`config.mk`:
```
export PLATFORM = sky130hd
export DESIGN_NAME = serial_subtractor
export DESIGN_NICKNAME = d
export VERILOG_FILES = /design/src/rtl/serial_subtractor.sv
export SDC_FILE = /design/constraint.sdc
export NUM_CORES = 1
export LEC_CHECK = 0
export ABC_AREA = 1
export BUFFER_PORTS_ARGS = -buffer_cell sky130_fd_sc_hd__clkbuf_2
export CORE_ASPECT_RATIO = 0.9
export CORE_MARGIN = 2
export CORE_UTILIZATION = 40
export DETAILED_ROUTE_END_ITERATION = 6
export GPL_TIMING_DRIVEN = 0
export HOLD_SLACK_MARGIN = 0.03
export SLEW_MARGIN = 20
export SYNTH_ARGS = -nofsm -noshare
export SYNTH_HDL_FRONTEND = slang
export SYNTH_SLANG_ARGS = --single-unit
export TNS_END_PERCENT = 30
```
`constraint.sdc`:
```
create_clock -name clk -period 2 [get_ports clk]
set_clock_uncertainty 0.2 [all_clocks]
set_input_delay 0.1 -clock clk [delete_from_list [all_inputs] [get_ports clk]]
set_output_delay 0.1 -clock clk [all_outputs]
set_load 0.02 [all_outputs]
```
`src/rtl/serial_subtractor.sv`:
```
`default_nettype none
// ============================================================================
//  Module      : serial_subtractor
//  Description : Digit-serial in0 - in1 - bin with borrow-out and signed
//                overflow, DIGIT bits per clock behind a start/busy/done handshake.
//  Revision    : 1.0 - initial release
// ============================================================================
module serial_subtractor #(
    parameter int WIDTH = 16,
    parameter int DIGIT = 4
) (
    input  logic             clk,
    input  logic             rst_n,
    input  logic             start,
    input  logic [WIDTH-1:0] in0,
    input  logic [WIDTH-1:0] in1,
    input  logic             bin,
    output logic             busy,
    output logic             done,
    output logic [WIDTH-1:0] out,
    output logic             bout,
    output logic             ovf
);

    localparam int c_NDIG = WIDTH / DIGIT;
    localparam int c_CW   = $clog2(c_NDIG) + 1;
    localparam logic [c_CW-1:0] c_LAST = c_CW'(c_NDIG - 1);

    typedef enum logic [1:0] {
        S_IDLE = 2'd0,
        S_RUN  = 2'd1,
        S_FIN  = 2'd2
    } state_t;

    state_t            r_state;
    state_t            w_state_nxt;
    logic [WIDTH-1:0]  r_a;
    logic [WIDTH-1:0]  r_b;
    logic [WIDTH-1:0]  r_res;
    logic              r_borrow;
    logic              r_a_msb;
    logic              r_b_msb;
    logic [c_CW-1:0]   r_cnt;
    logic              r_done;
    logic [WIDTH-1:0]  r_out;
    logic              r_bout;
    logic              r_ovf;
    logic [DIGIT:0]    w_d;

    // One extra bit on the digit difference captures the outgoing borrow.
    assign w_d = {1'b0, r_a[DIGIT-1:0]} - {1'b0, r_b[DIGIT-1:0]}
               - {{DIGIT{1'b0}}, r_borrow};

    always_ff @(posedge clk) begin
        if (!rst_n) begin
            r_state <= S_IDLE;
        end else begin
            r_state <= w_state_nxt;
        end
    end

    always_comb begin
        w_state_nxt = r_state;
        case (r_state)
            S_IDLE:  if (start) w_state_nxt = S_RUN;
            S_RUN:   if (r_cnt == c_LAST) w_state_nxt = S_FIN;
            S_FIN:   w_state_nxt = S_IDLE;
            default: w_state_nxt = S_IDLE;
        endcase
    end

    always_ff @(posedge clk) begin
        if (!rst_n) begin
            r_a      <= '0;
            r_b      <= '0;
            r_res    <= '0;
            r_borrow <= 1'b0;
            r_a_msb  <= 1'b0;
            r_b_msb  <= 1'b0;
            r_cnt    <= '0;
            r_done   <= 1'b0;
            r_out    <= '0;
            r_bout   <= 1'b0;
            r_ovf    <= 1'b0;
        end else begin
            r_done <= 1'b0;
            case (r_state)
                S_IDLE: begin
                    if (start) begin
                        r_a      <= in0;
                        r_b      <= in1;
                        r_borrow <= bin;
                        r_a_msb  <= in0[WIDTH-1];
                        r_b_msb  <= in1[WIDTH-1];
                        r_cnt    <= '0;
                    end
                end
                S_RUN: begin
                    // Result fills from the top so the last digit lands in the MSBs.
                    r_res    <= {w_d[DIGIT-1:0], r_res[WIDTH-1:DIGIT]};
                    r_borrow <= w_d[DIGIT];
                    r_a      <= r_a >> DIGIT;
                    r_b      <= r_b >> DIGIT;
                    r_cnt    <= r_cnt + c_CW'(1);
                end
                S_FIN: begin
                    r_out  <= r_res;
                    r_bout <= r_borrow;
                    r_ovf  <= (r_a_msb != r_b_msb) && (r_res[WIDTH-1] != r_a_msb);
                    r_done <= 1'b1;
                end
                default: begin
                end
            endcase
        end
    end

    assign busy = (r_state == S_RUN);
    assign done = r_done;
    assign out  = r_out;
    assign bout = r_bout;
    assign ovf  = r_ovf;

endmodule
`default_nettype wire

```
==> impl_summary.txt, run 1 <==
----------------------------------------------------
[Run status]
  Run status ... finished with violations
  Violated checks ... setup timing

[Route]
  Number of vias after detailed routing ... 2899
  DRT Pass-1 Iters ... 4
  Antenna violation net count after detailed routing ... 0
  Number of design-rule violations left by the first detailed-router iteration ... roughly 240
  WL per Instance ... ~13 µm
  Post-detailed-route via-to-cell ratio ... roughly 4.8
  Drt drc ... 0
  Detailed Route WL ... approximately 7800 µm

[GRT]
  Global route total overflow ... 0
  Via count of the first global-routing pass ... 2654
  Pin count of the biggest net entering global routing ... 13
  Global-route wire length before repair ... approximately 13000 µm
  Overall fraction of global-route tracks in use ... about a fifth
  Initial antenna violation count ... 0

[Flow run]
  Max-cap violation count ... 0

[Clocking]
  CTS tree ... done
  H-Tree Depth ... 3
  Clock Sinks ... between 70 and 80
  Number of buffers added by the clock tree synthesis step ... 9
  Maximum root-to-sink buffer count ... 2
  Library cell used as clock root buffer ... sky130_fd_sc_hd__clkbuf_8
  Post-CTS clock slew at the launch and capture registers of the worst setup and hold paths ... 0.08 ns
  Clock network latency to the later pin of the worst-skew pair ... around 0.35 ns

[Floorplan]
  Number of top-level pins ... between 50 and 60
  Die height ... between 80 and 90 µm
  Number of cell rows ... 30
  Initial Util ... around 41%
  Overall die area ... approximately 0.0083 mm²
  Horizontal extent of the die ... about 96 µm
  Placeable Area ... 0.00747 mm²

[Timing]
  Period Utilization, post-route ... 116%
  Clock period minus worst slack ... around 2.3 ns
  Setup repair after global routing missed its margin ... yes
  Max Slew Vio Count ... 0
  Count of endpoints failing hold in the final timing report ... 0
  Slew at the pin closest to its max-slew limit ... 0.533 ns
  Highest clock rate ... roughly 0.43 GHz
  Worst setup margin ... -0.319 ns
  Final setup fails ... 3
  Worst slew margin relative to its limit ... ~64%

[Placement]
  Gpl congestion ... ~0.8
  Port Buffers ... between 50 and 60
  Half-perimeter wire length of the detailed placement result ... about 5300 µm
  Placement-stage cell area ... approximately 0.0034 mm²

[Setup path]
  Path type of the worst setup path ... reg2reg
  Longest individual stage delay on the worst path ... about 0.47 ns
  Depth of the worst register-to-register path ... 14
  Cell-by-cell listing of the critical path ... inv_2 > fa_1 > inv_1 > ha_2 > inv_2 > nand2_2 > inv_2 > fa_2 > nand2_2 > nand2_2 > nand3_1 > nand3_1 > nand2_1 > a21oi_2
  FF-to-FF setup slack ... -0.32 ns
  Cell type group with the largest total delay on the critical path ... adder cells
  Count of buffer and inverter cells on the critical path ... 4
  Slowest CP cell ... sky130_fd_sc_hd__fa_1
  Data required, critical path ... between 2 and 2.5 ns
  Critical path destination ... r_borrow
  Worst Path Max Fanout ... 2
  WP data arrival ... ~2.3 ns
  Critical Path Stages ... 14
  CP startpoint kind ... register
  Launching element of the worst setup path ... r_borrow
  Worst flop-to-flop path endpoint ... r_borrow
  Nature of the critical path endpoint ... register
  Crit Reg-Reg Startpoint ... r_borrow

[Final layout]
  Final layout net count ... 550
  Filler cell count in the final layout ... 708
  Area growth from synthesis to final layout ... 34.4%
  Final cell area excluding filler cells ... between 0.004 and 0.005 mm²
  Post-layout utilization of the core ... about 55%
  Highest-count cells in the layout ignoring fill and taps ... sky130_fd_sc_hd__nand2_1 (79), sky130_fd_sc_hd__dfxtp_1 (72), sky130_fd_sc_hd__nor2_1 (57)
  Most common library cell in the layout ignoring fill and taps ... sky130_fd_sc_hd__nand2_1
  Share of layout cells above drive strength 1 ... ~22%
  Number of antenna repair diodes ... 0

[Synth]
  Seq/Total Area, Yosys ... about half
  Library cells used by synthesis ... 26
  Combined area of all synthesized cells ... around 0.0030 mm²
  Gate count after technology mapping ... roughly 390
  Flip-flop and latch count after synthesis ... 75
  Average size of a mapped cell ... ~7.7 µm²
  Number of nets produced by synthesis ... 440
  Warnings from Yosys ... 0

[Pwr]
  Power per Cell Area ... slightly above 800 mW/mm²
  Leakage power ... 1.88 nW
  Maximum ir drop on the vdd rail ... around 0.00049 V

[Hold path]
  Hold Path Class ... in2reg

----------------------------------------------------
metal layers:
| layer | global-route usage (%) | vias up | routed length [µm] |
|---|---|---|---|
| met5 | 0 | - | 0 |
| met4 | 7.27 | 0 | 165 |
| met3 | 5.91 | 12 | 318 |
| met2 | 29.3 | 60 | 3510 |
| met1 | 28.6 | 1318 | 3770 |
| li1 | - | 1509 | - |
where the power goes:
group	total [mW]	leakage, nW	switching, mW	internal, mW
Sequential	1.66	0.616	0.0652	1.60
Combinational	0.588	1.16	0.318	0.270
Clock	1.10	0.102	0.553	0.548
kinds of logic after synthesis:
kind of cell	Yosys count	synth area share, %
adder cells (fa/ha/maj)	10	4.60
AO/OA/AOI/OAI	105	18.5
AND/OR/NAND/NOR	150	19.3
XOR/XNOR	1	0.288
buffers and inverters	53	8.01
flip-flops	75	49.3
what timing repair did:
action | 4_1_cts | 5_1_grt
hold buffers | 41 | 0
endpoints found under the hold margin | 38 | 0
gates resized for setup | 6 | 6
setup buffers | 0 | 3
setup endpoints to repair | 3 | 8
pin swaps | 2 | 5
cell usage after synthesis:
| cell type | count | area share [%] |
|---|---|---|
| sky130_fd_sc_hd__xnor2_1 | 1 | 0.29 |
| sky130_fd_sc_hd__or2_1 | 1 | 0.21 |
| sky130_fd_sc_hd__dfxtp_1 | 75 | 49 |
| sky130_fd_sc_hd__buf_4 | 4 | 0.99 |
| sky130_fd_sc_hd__ha_1 | 8 | 3.3 |
| sky130_fd_sc_hd__buf_6 | 2 | 0.74 |
| sky130_fd_sc_hd__nand3_2 | 1 | 0.33 |
| sky130_fd_sc_hd__nor2_1 | 57 | 7.0 |
| sky130_fd_sc_hd__clkinv_1 | 1 | 0.12 |
| sky130_fd_sc_hd__nand2_1 | 82 | 10 |
| sky130_fd_sc_hd__a31oi_1 | 25 | 5.1 |
| sky130_fd_sc_hd__buf_2 | 11 | 1.8 |
| sky130_fd_sc_hd__o211ai_1 | 2 | 0.49 |
| sky130_fd_sc_hd__or2_2 | 1 | 0.21 |
| sky130_fd_sc_hd__o21ai_0 | 56 | 9.2 |
| sky130_fd_sc_hd__fa_1 | 2 | 1.3 |
| sky130_fd_sc_hd__clkbuf_1 | 7 | 0.86 |
| sky130_fd_sc_hd__nand2_2 | 2 | 0.41 |
| sky130_fd_sc_hd__o21ai_1 | 1 | 0.16 |
| sky130_fd_sc_hd__nand3_1 | 4 | 0.66 |
| sky130_fd_sc_hd__inv_1 | 23 | 2.8 |
| sky130_fd_sc_hd__a21oi_1 | 21 | 3.5 |
| sky130_fd_sc_hd__clkbuf_2 | 1 | 0.16 |
| sky130_fd_sc_hd__nor3_1 | 1 | 0.16 |
| sky130_fd_sc_hd__nand4_1 | 1 | 0.21 |
| sky130_fd_sc_hd__inv_2 | 4 | 0.49 |
per-stage QoR:
step                      power, mW  TNS [ns]  worst slack, ns  hold slack, ns  cells
after detailed placement       2.19    -0.745           -0.324           0.146    545
after floorplan                2.03    -0.313           -0.155          0.0490    394
after CTS                      3.34    -0.736           -0.307          0.0649    602
after global routing           3.54    -0.962           -0.438          0.0771    605
after global placement         2.17    -0.609           -0.284           0.139    545
final                          3.35    -0.647           -0.319          0.0705    605
layout make-up:
class                      instances  area, µm²  share of cell area (%)
inverter                          28        105                    2.57
multi-input combinational        266       1320                    32.3
tap                               96        120                    2.94
sequential                        75       1510                    36.8
clock inverter                     4       23.8                   0.581
clock buffer                      12        165                    4.04
buffer                            25        139                    3.40
timing repair buffer              99        711                    17.4
sequential cells by signal, summed over array words and instances, names as in the netlist:
register	cells
out	16
r_a	16
r_b	16
r_res	16
r_cnt	3
r_state	2
bout	1
done	1
ovf	1
r_a_msb	1
r_b_msb	1
r_borrow	1
worst register-to-register path, delay by kind of cell (launching register included):
family / cells / cell delay, ns
fa+ha+maj: 3 / 0.98
simple gates: 6 / 0.43
flops: 1 / 0.34
buf+inv: 4 / 0.20
compound gates: 1 / 0.04
worst min path at each step:
| stage | slack, ns | end | start | depth (start not counted) |
|---|---|---|---|---|
| 6_report | 0.07 | r_res[15] | rst_n | 5 |
| 5_1_grt | 0.08 | r_res[15] | rst_n | 5 |
| 2_1_floorplan | 0.05 | r_a[12] | in0[12] | 2 |
| 3_5_place_dp | 0.15 | r_b[13] | in1[13] | 3 |
| 4_1_cts | 0.06 | r_b[5] | rst_n | 4 |
| 3_3_place_gp | 0.14 | r_b[14] | in1[14] | 3 |
Power figures use the tool's default switching activity.
==> run 2: changes to the inputs <==
--- a/config.mk
+++ b/config.mk
@@ -7,12 +7,15 @@
 export LEC_CHECK = 0
 export ABC_AREA = 1
 export BUFFER_PORTS_ARGS = -buffer_cell sky130_fd_sc_hd__clkbuf_2
+export CELL_PAD_IN_SITES_DETAIL_PLACEMENT = 1
+export CELL_PAD_IN_SITES_GLOBAL_PLACEMENT = 1
 export CORE_ASPECT_RATIO = 0.9
 export CORE_MARGIN = 2
-export CORE_UTILIZATION = 40
+export CORE_UTILIZATION = 36
 export DETAILED_ROUTE_END_ITERATION = 6
 export GPL_TIMING_DRIVEN = 0
 export HOLD_SLACK_MARGIN = 0.03
+export PLACE_DENSITY_LB_ADDON = 0.1
 export SLEW_MARGIN = 20
 export SYNTH_ARGS = -nofsm -noshare
 export SYNTH_HDL_FRONTEND = slang
==> constraint.sdc (replaced) <==
create_clock -name clk -period 2.1 [get_ports clk]
set_clock_uncertainty 0.2 [all_clocks]
set_input_delay 0.105 -clock clk [delete_from_list [all_inputs] [get_ports clk]]
set_output_delay 0.105 -clock clk [all_outputs]
set_load 0.02 [all_outputs]
==> run 2 against run 1 <==
Highest routed layer unchanged. Via count grew 4.7%. Cell count is 0.17% higher. Critical endpoint unchanged. Fmax decreased by 1.3%. Hold slack gained 0.19 ns. Worst setup slack better by 0.070 ns. Wire length increased by 17%. Sequential share of layout area rose by 0.14 points. The run still ends with setup timing left.
==> impl_summary.txt, run 2 (synthesized netlist as in run 1, its figures left out) <==
----------------------------------------------------
[Floorplan]
  Placeable Area ... 0.00815 mm² (+9.0%)
  Die height ... 91.2 µm (+5.2%)
  Horizontal extent of the die ... 101 µm (+5.2%)
  Overall die area ... 0.00921 mm² (+11%)
  Number of top-level pins ... 56 (unchanged)
  Initial Util ... 37.4% (-3.4 points)
  Number of cell rows ... 31 (+3.3%)

[Clocking]
  Number of buffers added by the clock tree synthesis step ... 9 (unchanged)
  H-Tree Depth ... 3 (unchanged)
  Clock network latency to the later pin of the worst-skew pair ... 0.36 ns (about the same)
  Clock Sinks ... 75 (unchanged)
  Library cell used as clock root buffer ... sky130_fd_sc_hd__clkbuf_8
  CTS tree ... done
  Post-CTS clock slew at the launch and capture registers of the worst setup and hold paths ... 0.08 ns (about the same)
  Maximum root-to-sink buffer count ... 2 (unchanged)

[Timing]
  Setup repair after global routing missed its margin ... yes
  Slew at the pin closest to its max-slew limit ... 0.528 ns (-0.00567 ns)
  Worst hold slack across all endpoints ... 0.265 ns (+0.195 ns)
  Setup Total Neg Slack ... -0.495 ns (+0.153 ns)
  Highest clock rate ... 0.426 GHz (-1.3%)
  Period Utilization, post-route ... 112% (-4.1 points)
  Max Slew Vio Count ... 0 (unchanged)
  Count of endpoints failing hold in the final timing report ... 0 (unchanged)
  Worst slew margin relative to its limit ... 64.8% (+0.38 points)
  Final setup fails ... 3 (unchanged)
  Worst setup margin ... -0.249 ns (+0.0700 ns)
  Clock period minus worst slack ... 2.35 ns (+0.0300 ns)

[Setup path]
  Cell-by-cell listing of the critical path ... inv_2 > fa_1 > inv_1 > ha_2 > inv_2 > nand2_2 > inv_2 > fa_2 > nand2_2 > nand2_2 > nand3_1 > nand3_2 > nand2_2 > a21oi_2
  WP data arrival ... 2.37 ns (+0.03 ns)
  Worst Path Max Fanout ... 2 (unchanged)
  Data required, critical path ... 2.13 ns (+0.11 ns)
  Path type of the worst setup path ... reg2reg
  Longest individual stage delay on the worst path ... 0.47 ns (about the same)
  CP startpoint kind ... register
  Nature of the critical path endpoint ... register
  Slowest CP cell ... sky130_fd_sc_hd__fa_1
  Most frequent CP cell ... sky130_fd_sc_hd__nand2_2

[Pwr]
  Leakage power ... 1.84 nW (-2.2%)
  Proportion of power drawn by combinational gates ... 18.2% (+0.7 points)
  Switching power ... 0.938 mW (+0.19%)
  Fraction of power spent switching nets ... 29.3% (+1.3 points)
  Internal power contribution ... 2.27 mW (-6.1%)
  Maximum ir drop on the vdd rail ... 0.000392 V (-20%)
  Clk pwr share ... 32.3% (-0.6 points)
  Power share of the sequential group ... 49.5% (about the same)
  Power per Cell Area ... 787 mW/mm² (-4.0%)

[Route]
  Drt drc ... 0 (unchanged)
  Number of design-rule violations left by the first detailed-router iteration ... 49 (-80%)
  Met1 layer wirelength in the final routing ... 4500 µm (+19%)
  Antenna violation net count after detailed routing ... 0 (unchanged)
  Detailed Route WL ... 9060 µm (+17%)
  WL per Instance ... 15.0 µm (+16%)
  Post-detailed-route via-to-cell ratio ... 5.01 (+4.5%)
  Met2 WL post-DR ... 4200 µm (+19%)
  Routed wire length on met3 ... 254 µm (-20%)
  Uppermost metal layer occupied by signal nets ... met4
  DRT Pass-1 Iters ... 4 (unchanged)
  Number of vias after detailed routing ... 3035 (+4.7%)

[Final layout]
  Fin cells ... 606 (+0.17%)
  Share of layout cells above drive strength 1 ... 22.7% (+0.48 points)
  Highest-count cells in the layout ignoring fill and taps ... sky130_fd_sc_hd__nand2_1 (76), sky130_fd_sc_hd__dfxtp_1 (72), sky130_fd_sc_hd__nor2_1 (57)
  Final layout net count ... 548 (-0.36%)
  Number of antenna repair diodes ... 0 (unchanged)
  Area growth from synthesis to final layout ... 33.9%
  Most common library cell in the layout ignoring fill and taps ... sky130_fd_sc_hd__nand2_1

[GRT]
  Global-route wire length before repair ... 15100 µm (+18%)
  Via count of the first global-routing pass ... 3074 (+16%)
  Pin count of the biggest net entering global routing ... 13 (unchanged)
  Overall fraction of global-route tracks in use ... 21.2% (+0.97 points)
  Global route total overflow ... 0 (unchanged)
  Initial antenna violation count ... 0 (unchanged)

[Flow run]
  Max-cap violation count ... 0 (unchanged)

[Run status]
  Violated checks ... setup timing
  Run status ... finished with violations

[Placement]
  Half-perimeter wire length of the detailed placement result ... 6160 µm (+16%)
  Placed cell count ... 548 (+0.55%)
  Port Buffers ... 55 (unchanged)
  Gpl congestion ... 0.742 (-7.6%)

[Hold path]
  Hold Path Class ... reg2reg

----------------------------------------------------
## run 2: changes by cell type in the layout (fill, tap and decap cells not counted), sizes merged
cell          change
buf               -1
clkinvlp          +2
clkinv            -2
dlymetal6s4s      -1
## run 2: area by class of cell
cell class	instances	area, µm²
buffer	25	139
clock buffer	12	155
clock inverter	4	25.0
fill	1037	4070
inverter	28	105
multi-input combinational	266	1330
sequential	75	1510
tap	99	124
timing repair buffer	97	691
## run 2: worst paths after layout
kind | to | slack [ns] | startpoint | depth (start not counted)
hold reg to reg | r_a[15] | 0.27 | r_a[15] | 2
setup / recovery | r_borrow | -0.25 | r_borrow | 14
hold / removal | r_a[15] | 0.27 | r_a[15] | 2
setup reg to reg | r_borrow | -0.25 | r_borrow | 14
## run 2: power groups by stage
stage	Clock [mW]	Combinational (mW)	Sequential, mW
6_report	1.04	0.585	1.59
5_1_grt	1.12	0.667	1.60
4_1_cts	1.06	0.557	1.59
3_5_place_dp	0	0.489	1.62
3_3_place_gp	0	0.470	1.61
2_1_floorplan	0	0.338	1.60
## run 2: repair_timing
action | in CTS | in global routing
endpoints found under the setup margin | 3 | 5
cloned | 0 | 0
pin swaps | 1 | 6
resized for setup | 4 | 10
buffers inserted | 0 | 2
endpoints found under the hold margin | 38 | 0
hold buffers | 40 | 0
## run 2: metrics by stage
stage / instance area, µm² / utilization (%) / power [mW] / setup slack (ns)
3_3_place_gp: 3450 / 42.3 / 2.08 / -0.197
3_5_place_dp: 3450 / 42.3 / 2.11 / -0.255
6_report: 4080 / 50.0 / 3.21 / -0.249
2_1_floorplan: 3050 / - / 1.93 / -0.0548
4_1_cts: 4040 / 49.5 / 3.20 / -0.223
5_1_grt: 4080 / 50.0 / 3.39 / -0.414
## run 2: per-layer routing
layer / track usage [%] / vias up
li1: - / 1504
met1: 28.6 / 1482
met2: 33.2 / 39
met3: 5.93 / 10
met4: 5.97 / 0
met5: 0 / -
## run 2: worst max-delay path, delay by kind of cell, from the launching register on
kind,cells,cell delay [ns]
simple gates,6,0.45
flops,1,0.34
buf+inv,4,0.19
compound gates,1,0.05
fa+ha+maj,3,0.99
==> run 3: changes to the inputs <==
--- a/config.mk
+++ b/config.mk
@@ -9,7 +9,7 @@
 export BUFFER_PORTS_ARGS = -buffer_cell sky130_fd_sc_hd__clkbuf_2
 export CELL_PAD_IN_SITES_DETAIL_PLACEMENT = 1
 export CELL_PAD_IN_SITES_GLOBAL_PLACEMENT = 1
-export CORE_ASPECT_RATIO = 0.9
+export CORE_ASPECT_RATIO = 0.75
 export CORE_MARGIN = 2
 export CORE_UTILIZATION = 36
 export DETAILED_ROUTE_END_ITERATION = 6
==> run 3 against run 2 <==
The flow still finishes with violations (setup timing). Clock-buffer cell count up 1. Fmax up 0.15%. Non-clock buffer count unchanged. Critical path depth down 1. Wire length up 5.0%. Cell area up 3.1%. First-iteration DRC count up 24%. Sequential cell count unchanged.
==> impl_summary.txt, run 3 (synthesized netlist as in run 1, its figures left out) <==
----------------------------------------------------
[Run status]
  Run status ... finished with violations
  Violated checks ... setup timing

[Route]
  DRT Pass-1 Iters ... 4 (unchanged)
  Antenna violation net count after detailed routing ... 0 (unchanged)
  Drt drc ... 0 (unchanged)
  Post-detailed-route via-to-cell ratio ... 4.91 (-1.9%)
  Detailed Route WL ... 9520 µm (+5.0%)
  WL per Instance ... 15.5 µm (+3.7%)
  Number of vias after detailed routing ... 3017 (-0.59%)
  Number of design-rule violations left by the first detailed-router iteration ... 61 (+24%)

[GRT]
  Via count of the first global-routing pass ... 3049 (-0.81%)
  Global-route wire length before repair ... 15500 µm (+2.6%)
  Initial antenna violation count ... 0 (unchanged)
  Pin count of the biggest net entering global routing ... 12 (-1)
  Overall fraction of global-route tracks in use ... 22.3% (+1.1 points)
  Global route total overflow ... 0 (unchanged)

[Final layout]
  Number of antenna repair diodes ... 0 (unchanged)
  Share of layout cells above drive strength 1 ... 21.9% (-0.75 points)
  Most common library cell in the layout ignoring fill and taps ... sky130_fd_sc_hd__nand2_1
  Area of the multi-input gates ... 0.00133 mm² (about the same)
  Final cell area excluding filler cells ... 0.00420 mm² (+3.1%)
  Filler cell count in the final layout ... 1030 (-0.68%)
  Fin cells ... 614 (+1.3%)
  Post-layout utilization of the core ... 50.3% (+0.30 points)
  FF+latch area ... 0.00151 mm² (unchanged)
  Highest-count cells in the layout ignoring fill and taps ... sky130_fd_sc_hd__nand2_1 (77), sky130_fd_sc_hd__dfxtp_1 (72), sky130_fd_sc_hd__nor2_1 (57)
  Final layout net count ... 548 (unchanged)
  Area growth from synthesis to final layout ... 38.0%

[Setup path]
  Path type of the worst setup path ... reg2reg
  Longest individual stage delay on the worst path ... 0.53 ns (+0.06 ns)
  Cell-by-cell listing of the critical path ... inv_2 > fa_1 > ha_2 > inv_1 > nand2_2 > inv_2 > fa_2 > nand2_2 > nand2_2 > nand3_2 > nand3_2 > nand2_1 > a21oi_1
  Depth of the worst register-to-register path ... 13 (-1)
  Worst Path Max Fanout ... 2 (unchanged)
  Data required, critical path ... 2.10 ns (-0.03 ns)
  Cell type group with the largest total delay on the critical path ... adder cells
  Most frequent CP cell ... sky130_fd_sc_hd__nand2_2
  Slowest CP cell ... sky130_fd_sc_hd__fa_1
  CP startpoint kind ... register
  Crit Reg-Reg Startpoint ... r_borrow
  Count of buffer and inverter cells on the critical path ... 3 (-1)
  Nature of the critical path endpoint ... register
  Worst flop-to-flop path endpoint ... r_borrow
  WP data arrival ... 2.34 ns (-0.03 ns)
  FF-to-FF setup slack ... -0.24 ns (about the same)

[Hold path]
  Instance count along the most critical hold path ... 2 (unchanged)
  Worst min-delay path startpoint ... r_a[15]
  Endpoint with the worst hold slack ... r_a[15]
  Hold Path Class ... reg2reg

[Placement]
  Gpl congestion ... 0.754 (+1.7%)
  Port Buffers ... 55 (unchanged)
  Half-perimeter wire length of the detailed placement result ... 6220 µm (+0.94%)
  Placed cell count ... 557 (+1.6%)
  Placement-stage cell area ... 0.00346 mm² (+0.33%)

[Floorplan]
  Horizontal extent of the die ... 110 µm (+9.2%)
  Overall die area ... 0.00921 mm² (about the same)
  Number of top-level pins ... 56 (unchanged)
  Initial Util ... 36.5% (-0.90 points)
  Placeable Area ... 0.00835 mm² (+2.5%)
  Die height ... 83.6 µm (-8.3%)
  Number of cell rows ... 29 (-6.5%)

[Timing]
  Setup repair after global routing missed its margin ... yes
  Worst slew margin relative to its limit ... 63.0% (-1.9 points)
  Worst setup margin ... -0.245 ns (+0.00359 ns)
  Period Utilization, post-route ... 112% (-0.17 points)
  Slew at the pin closest to its max-slew limit ... 0.555 ns (+0.0278 ns)
  Setup Total Neg Slack ... -0.497 ns (-0.00200 ns)
  Count of endpoints failing hold in the final timing report ... 0 (unchanged)
  Max Slew Vio Count ... 0 (unchanged)
  Final setup fails ... 3 (unchanged)
  Highest clock rate ... 0.426 GHz (+0.15%)
  Clock period minus worst slack ... 2.34 ns (-0.00359 ns)

[Pwr]
  Leakage power ... 1.90 nW (+3.2%)
  Total chip power ... 3.72 mW (+16%)
  Maximum ir drop on the vdd rail ... 0.000419 V (+6.9%)
  Power per Cell Area ... 886 mW/mm² (+13%)

[Clocking]
  Number of buffers added by the clock tree synthesis step ... 9 (unchanged)
  Post-CTS clock slew at the launch and capture registers of the worst setup and hold paths ... 0.06 ns (-0.02 ns)
  Library cell used as clock root buffer ... sky130_fd_sc_hd__clkbuf_16
  Maximum root-to-sink buffer count ... 2 (unchanged)
  CTS tree ... done
  H-Tree Depth ... 3 (unchanged)
  Clock Sinks ... 75 (unchanged)
  Clock network latency to the later pin of the worst-skew pair ... 0.33 ns (-0.03 ns)

[Flow run]
  Max-cap violation count ... 0 (unchanged)

----------------------------------------------------
run 3: timing repair:
| item | in CTS | in global routing |
|---|---|---|
| buffers inserted | 1 | 1 |
| pin swaps | 3 | 4 |
| gates resized for setup | 7 | 5 |
| hold endpoints to repair | 38 | 0 |
| setup endpoints to repair | 3 | 6 |
| hold buffers | 40 | 0 |
run 3: per-layer routing:
metal	global-route usage, %	vias to the layer above	wire (µm)
li1	-	1510	-
met5	0	-	0
met3	5.39	12	244
met2	35.0	43	4410
met4	6.14	0	137
met1	30.7	1452	4730
run 3: worst max-delay path by stage:
stage,end,slack [ns],cells past startpoint,from
5_1_grt,r_borrow,-0.36,14,r_borrow
3_5_place_dp,r_borrow,-0.28,14,r_borrow
3_3_place_gp,r_borrow,-0.20,12,r_a[0]
4_1_cts,r_borrow,-0.25,15,r_b[0]
6_report,r_borrow,-0.24,13,r_borrow
2_1_floorplan,r_res[14],-0.05,9,r_borrow
run 3: worst register-to-register path: cells and delay by family, from the launching register on:
kind | cells | cell delay [ns]
AO/OA/AOI/OAI | 1 | 0.05
buffers and inverters | 3 | 0.13
AND/OR/NAND/NOR | 6 | 0.44
adder cells (fa/ha/maj) | 3 | 1.04
flip-flops | 1 | 0.33
run 3: per-stage QoR:
stage	setup WS, ns	hold WS, ns
after detailed placement	-0.279	0.151
final	-0.245	0.263
after CTS	-0.252	0.262
after floorplan	-0.0548	0.0540
after global placement	-0.201	0.143
after global routing	-0.363	0.299
run 3: layout make-up:
cell class | instances | area share (%)
flip-flops and latches | 75 | 35.8
multi-input cells | 266 | 31.7
repair buffers | 97 | 16.4
clock buffers | 13 | 6.20
plain buffers | 25 | 3.31
well taps | 108 | 3.22
inverters | 28 | 2.50
clock inverters | 2 | 0.834
run 3: power breakdown:
part           internal, mW  switching [mW]  total, mW
sequential             1.52          0.0654       1.59
combinational         0.258           0.337      0.596
clock                 0.976           0.561       1.54
